File: src/rtl/timer_apb_regif.sv
// -----------------------------------------------------------------------------
// timer_apb_regif
//
// APB responder and register file for the 8-bit timer. Completes CPU
// transfers, holds TDR (reload), TCR (control) and TSR (status), exports the
// control fields to the counter core and latches the core's overflow and
// underflow pulses into TSR.
//
// Register map (byte offsets from BASE_ADDR):
//   +0 TDR  RW  reload value
//   +1 TCR  RW  [7] load, [5] count down, [4] enable, [1:0] clock select;
//               bits 6, 3, 2 ignore writes and read 0
//   +2 TSR  W1C [0] overflow, [1] underflow; bits 7:2 read 0
//   +3 TCNT RO  live counter value; writes are ignored without error
//   Any other address completes with pslverr = 1, reads 0, writes ignored.
//
// Ports:
//   pclk, presetn       clock, asynchronous active-low reset
//   psel, penable,      APB request
//   pwrite, paddr,
//   pwdata
//   prdata, pready,     APB response (all registered)
//   pslverr
//   tdr, tcr_load,      control fields driven into the counter core
//   tcr_dw, tcr_en,
//   tcr_cks
//   ovf_set, udf_set    one-pclk event pulses from the core
//   tcnt_in             live counter value from the core
//   irq_ovf, irq_udf    TSR[0], TSR[1]
//
// Build option:
//   APB_WAIT_STATE_EN   when defined, every transfer gets one wait state
//                       (3 pclk per transfer); otherwise zero-wait (2 pclk).
// -----------------------------------------------------------------------------
module timer_apb_regif #(
    parameter int unsigned            ADDR_WIDTH = 8,
    parameter logic [ADDR_WIDTH-1:0]  BASE_ADDR  = '0
) (
    input  logic                  pclk,
    input  logic                  presetn,
    input  logic                  psel,
    input  logic                  penable,
    input  logic                  pwrite,
    input  logic [ADDR_WIDTH-1:0] paddr,
    input  logic [7:0]            pwdata,
    output logic [7:0]            prdata,
    output logic                  pready,
    output logic                  pslverr,
    output logic [7:0]            tdr,
    output logic                  tcr_load,
    output logic                  tcr_dw,
    output logic                  tcr_en,
    output logic [1:0]            tcr_cks,
    input  logic                  ovf_set,
    input  logic                  udf_set,
    input  logic [7:0]            tcnt_in,
    output logic                  irq_ovf,
    output logic                  irq_udf
);

    localparam logic [1:0] REG_TDR  = 2'd0;
    localparam logic [1:0] REG_TCR  = 2'd1;
    localparam logic [1:0] REG_TSR  = 2'd2;
    localparam logic [1:0] REG_TCNT = 2'd3;

    // Writable TCR bits: 7 (load), 5 (down), 4 (enable), 1:0 (clock select).
    localparam logic [7:0] TCR_WMASK = 8'hb3;

    // The SETUP phase is the cycle the bus spends with psel & !penable while
    // the FSM sits in ST_IDLE; the response is decided at the end of that
    // cycle so that pready is already registered when ACCESS begins.
    // ST_WAIT is the first ACCESS cycle when a wait state is inserted;
    // ST_ACCESS is always the completing cycle (pready = 1).
    typedef enum logic [1:0] {
        ST_IDLE   = 2'd0,
        ST_WAIT   = 2'd1,
        ST_ACCESS = 2'd2
    } state_t;

    state_t                  state;
    logic [7:0]              tcr;
    logic [1:0]              tsr;

    logic [ADDR_WIDTH-1:0]   offset;
    logic                    in_range;
    logic [1:0]              reg_idx;
    logic [7:0]              rd_mux;
    logic [7:0]              rsp_data;
    logic                    wr_en;
    logic [1:0]              w1c;

    // -------------------------------------------------------------------------
    // Address decode, read mux, write strobes
    // -------------------------------------------------------------------------
    always_comb begin
        // NOTE: every signal assigned here gets a default first, so no path
        // through the block leaves a value held and no latch is inferred.
        offset   = paddr - BASE_ADDR;
        in_range = (offset[ADDR_WIDTH-1:2] == '0);
        reg_idx  = offset[1:0];
        rd_mux   = 8'h00;
        if (in_range) begin
            case (reg_idx)
                REG_TDR:  rd_mux = tdr;
                REG_TCR:  rd_mux = tcr;
                REG_TSR:  rd_mux = {6'b0, tsr};
                REG_TCNT: rd_mux = tcnt_in;
                default:  rd_mux = 8'h00;
            endcase
        end
        // Writes return zero on prdata; unmapped reads already mux to zero.
        rsp_data = pwrite ? 8'h00 : rd_mux;
        wr_en    = (state == ST_ACCESS) && psel && penable && pready &&
                   pwrite && in_range;
        w1c      = (wr_en && (reg_idx == REG_TSR)) ? pwdata[1:0] : 2'b00;
    end

    // -------------------------------------------------------------------------
    // APB responder FSM with registered response
    // -------------------------------------------------------------------------
    // NOTE: sequential state uses non-blocking assignments so every flop
    // samples pre-edge values regardless of statement order.
    always_ff @(posedge pclk or negedge presetn) begin
        if (!presetn) begin
            state   <= ST_IDLE;
            pready  <= 1'b0;
            pslverr <= 1'b0;
            prdata  <= 8'h00;
        end else begin
            case (state)
                ST_IDLE: begin
                    // penable without psel is not a transfer and is ignored.
                    if (psel && !penable) begin
`ifdef APB_WAIT_STATE_EN
                        state   <= ST_WAIT;
`else
                        state   <= ST_ACCESS;
                        pready  <= 1'b1;
                        pslverr <= !in_range;
                        prdata  <= rsp_data;
`endif
                    end
                end
                ST_WAIT: begin
                    if (psel && penable) begin
                        state   <= ST_ACCESS;
                        pready  <= 1'b1;
                        pslverr <= !in_range;
                        prdata  <= rsp_data;
                    end else begin
                        // Initiator abandoned the transfer.
                        state   <= ST_IDLE;
                    end
                end
                ST_ACCESS: begin
                    // Completing cycle; a still-high psel is the next SETUP,
                    // picked up from ST_IDLE on the following cycle.
                    state   <= ST_IDLE;
                    pready  <= 1'b0;
                    pslverr <= 1'b0;
                    prdata  <= 8'h00;
                end
                default: begin
                    state   <= ST_IDLE;
                    pready  <= 1'b0;
                    pslverr <= 1'b0;
                    prdata  <= 8'h00;
                end
            endcase
        end
    end

    // -------------------------------------------------------------------------
    // Register file
    // -------------------------------------------------------------------------
    always_ff @(posedge pclk or negedge presetn) begin
        if (!presetn) begin
            tdr <= 8'h00;
            tcr <= 8'h00;
            tsr <= 2'b00;
        end else begin
            if (wr_en && (reg_idx == REG_TDR)) tdr <= pwdata;
            if (wr_en && (reg_idx == REG_TCR)) tcr <= pwdata & TCR_WMASK;
            // A hardware event in the same cycle as a software clear wins.
            tsr[0] <= ovf_set | (tsr[0] & ~w1c[0]);
            tsr[1] <= udf_set | (tsr[1] & ~w1c[1]);
        end
    end

    assign tcr_load = tcr[7];
    assign tcr_dw   = tcr[5];
    assign tcr_en   = tcr[4];
    assign tcr_cks  = tcr[1:0];
    assign irq_ovf  = tsr[0];
    assign irq_udf  = tsr[1];

endmodule

File: config.mk
export PLATFORM = sky130hd
export DESIGN_NAME = timer_apb_regif
export DESIGN_NICKNAME = d
export VERILOG_FILES = /design/src/rtl/timer_apb_regif.sv
export SDC_FILE = /design/constraint.sdc
export NUM_CORES = 1
export LEC_CHECK = 0
export ABC_AREA = 1
export BUFFER_PORTS_ARGS = -buffer_cell sky130_fd_sc_hd__buf_2
export CORE_MARGIN = 8
export CORE_UTILIZATION = 42
export DETAILED_ROUTE_END_ITERATION = 10
export HOLD_SLACK_MARGIN = 0.12
export PLACE_DENSITY = 0.75
export SYNTH_ARGS = -nofsm -noshare
export SYNTH_HDL_FRONTEND = slang
export SYNTH_SLANG_ARGS = --single-unit
File: constraint.sdc
create_clock -name pclk -period 1.22 [get_ports pclk]
set_clock_uncertainty 0.1 [all_clocks]
set_input_delay 0.122 -clock pclk [delete_from_list [all_inputs] [get_ports pclk]]
set_output_delay 0.122 -clock pclk [all_outputs]
set_load 0.005 [all_outputs]
==> impl_metrics.tcl <==
set metrics [dict create \
    async_reset_ff_frac 1.00 \
    place_area_sq_um 1630 \
    peakVddDrop_v 0.000559 \
    drt_iter0_drc 66 \
    cp-start-kind "flop" \
    cp.arrival_ns 1.39 \
    rsz0062_at_grt "yes" \
    clock-root-buffer "clkbuf_4" \
    wl_per_cell_um 13.9 \
    cts_buffers 3 \
    wl_um 3760 \
    die_area_sq_um 5070 \
    fin_cells 270 \
    ys_seq_area_frac 0.489 \
    clk_pin_slew_ns 0.15 \
    ys_types 21 \
    io_pins 56 \
    synth_nets 181 \
    die_h_um 71.2 \
    grt_usage 0.148 \
    wl_met3_um 196 \
    grt_max_degree 26 \
    timing.fmax_mhz 796 \
    final_hold_viol_count 0 \
    worstSkewPairLatency_ns 0.32 \
    netlist.top_cell.by_area "dfrtp_1" \
    yosys_most_used_dff "dfrtp_1" \
    place.gp.congestion 0.753 \
    worstPathRequired_ns 1.36 \
    num_rows 20 \
    fillers 244 \
    postSynthCellCount 150 \
    status "complete, but fails checks" \
    hold_buffers 20 \
    via_per_inst 4.83 \
    clk_path_buf_depth 2 \
    gr-total-overflow 0 \
    violations "negative setup slack" \
    synth_seq_cells 25 \
    dp_hpwl_um 2570 \
    grt_pass1_wl_um 6220 \
    wl_met2_um 2000 \
    initial_core_util 0.429 \
    powerDensity_nw_per_um2 900 \
    yosysTopAreaCellShare 0.489 \
    dp.cells 243 \
    chipWidth_um 71.2 \
    synth_area_leaders "dfrtp_1 49%, nand2_1 16%, o21ai_2 5.5%, inv_1 5.3%, nand3_1 3.1%" \
    antenna_found_initial 0 \
    h-tree-depth 1 \
    drive_above_1_share 0.414 \
    critPathMaxFanout 8 \
    highest_layer "met4" \
    synth_area_sq_um 1280 \
    fin_crit_sh 1.03 \
    drt-met1-wl_um 1530 \
    drtAntennaViolNets 0 \
    grt_pass1_vias 1346 \
    yosys_warnings 0 \
    drtPass1Iterations 4 \
    diodes 0 \
    remaining_drc_errors 0 \
    maxCapViolations 0 \
    setup_viol 13 \
    max_slew.worst_pin.slew_ns 0.554 \
    leakagePower_nw 1.09 \
    setup_tns_ns -0.316 \
    fin_area_sq_um 1960 \
    cts_tree "done" \
    synth-edff-count 0 \
    setup_ws_ns -0.0360 \
    via_count 1305 \
    slew_headroom 0.631 \
    syn2layout_area_growth_pct 53.2 \
    layout.nets 269 \
    core-area_sq_um 2980 \
    portBuffers 55 \
    crit_path_end_kind "flop" \
    synth.most_common_cell "nand2_1" \
    fin_crit_ns 1.26 \
    min_path_type "input port to flop" \
    path_class "flop to flop" \
    slew_violations 0 \
    synth_commonest_cells "56 x nand2_1, 25 x dfrtp_1, 18 x inv_1" \
    clock_sinks 25 \
    synth_area_per_cell_sq_um 8.52 \
]
-- cell type report --
cell class | count | area, sq um | area share
Inverter | 20 | 76.3 | 0.0390
Tap cell | 33 | 41.3 | 0.0211
Clock inverter | 1 | 7.51 | 0.00383
Multi-Input combinational cell | 106 | 638 | 0.326
Sequential cell | 25 | 626 | 0.319
Timing Repair Buffer | 82 | 548 | 0.280
Clock buffer | 3 | 22.5 | 0.0115
-- per-layer routing --
layer	GRT usage	vias to the layer above
li1	-	658
met1	0.178	611
met2	0.260	32
met3	0.0438	4
met4	0.0162	0
met5	0	-
-- power by group --
group          switching [mW]  total [mW]  internal [mW]
Clock                   0.268       0.393          0.125
Combinational           0.262       0.472          0.210
Sequential             0.0305       0.897          0.867
-- kinds of logic after synthesis --
kind of cell    count (synthesis)  share of synthesized area
flops                          25                      0.489
buf+inv                        21                     0.0675
simple gates                   83                      0.329
compound gates                 21                      0.114
-- state kept, by name, summed over array words and instances, names as in the netlist --
name and count:
tcr 5, prdata 8, pready 1, pslverr 1, tsr 2, tdr 8
-- metrics by stage --
step	util	power, mW	worst slack (ns)	hold slack [ns]
finish	0.658	1.76	-0.0360	0.0964
global route	0.658	1.86	-0.0839	0.112
CTS	0.645	1.72	-0.0188	0.0900
detailed placement	0.548	1.27	-0.0620	0.0396
global placement	0.548	1.26	0.00911	0.0412
floorplan	-	1.09	0.000837	-0.274
-- cells in the final DEF, fill, tap and decap left out, types with 5 or more instances in the layout --
cell / instances
buf_2: 55
dfrtp_1: 25
dlygate4sd3_1: 20
inv_1: 17
nand2_1: 52
nand2_2: 6
nand3_1: 7
nand3_4: 5
o21ai_2: 9
-- repair_timing --
item	in CTS	in global routing
resized for setup	4	10
buffers inserted	1	0
cloned	2	0
hold endpoints to repair	49	2
pin swaps	3	4
setup endpoints to repair	16	19
-- final timing paths --
| check | from | to | slack (ns) | depth (start not counted) |
|---|---|---|---|---|
| setup / recovery | pready | tdr[5] | -0.04 | 6 |
| hold / removal | paddr[2] | prdata[1] | 0.1 | 6 |
| setup reg to reg | pready | tdr[5] | -0.04 | 6 |
| hold reg to reg | prdata[0] | prdata[0] | 0.39 | 2 |
| max in group asynchronous | presetn | tsr[0] | 0.43 | 2 |
| min in group asynchronous | presetn | prdata[2] | 0.22 | 2 |
-- critical path, cell delays in order, from the launching register on --
cell	delay [ns]
dfrtp_1	0.43
nand2_2	0.11
nor2_8	0.13
buf_12	0.12
nand3_4	0.11
nand2_1	0.11
o21ai_2	0.05
Power figures use the tool's default switching activity.
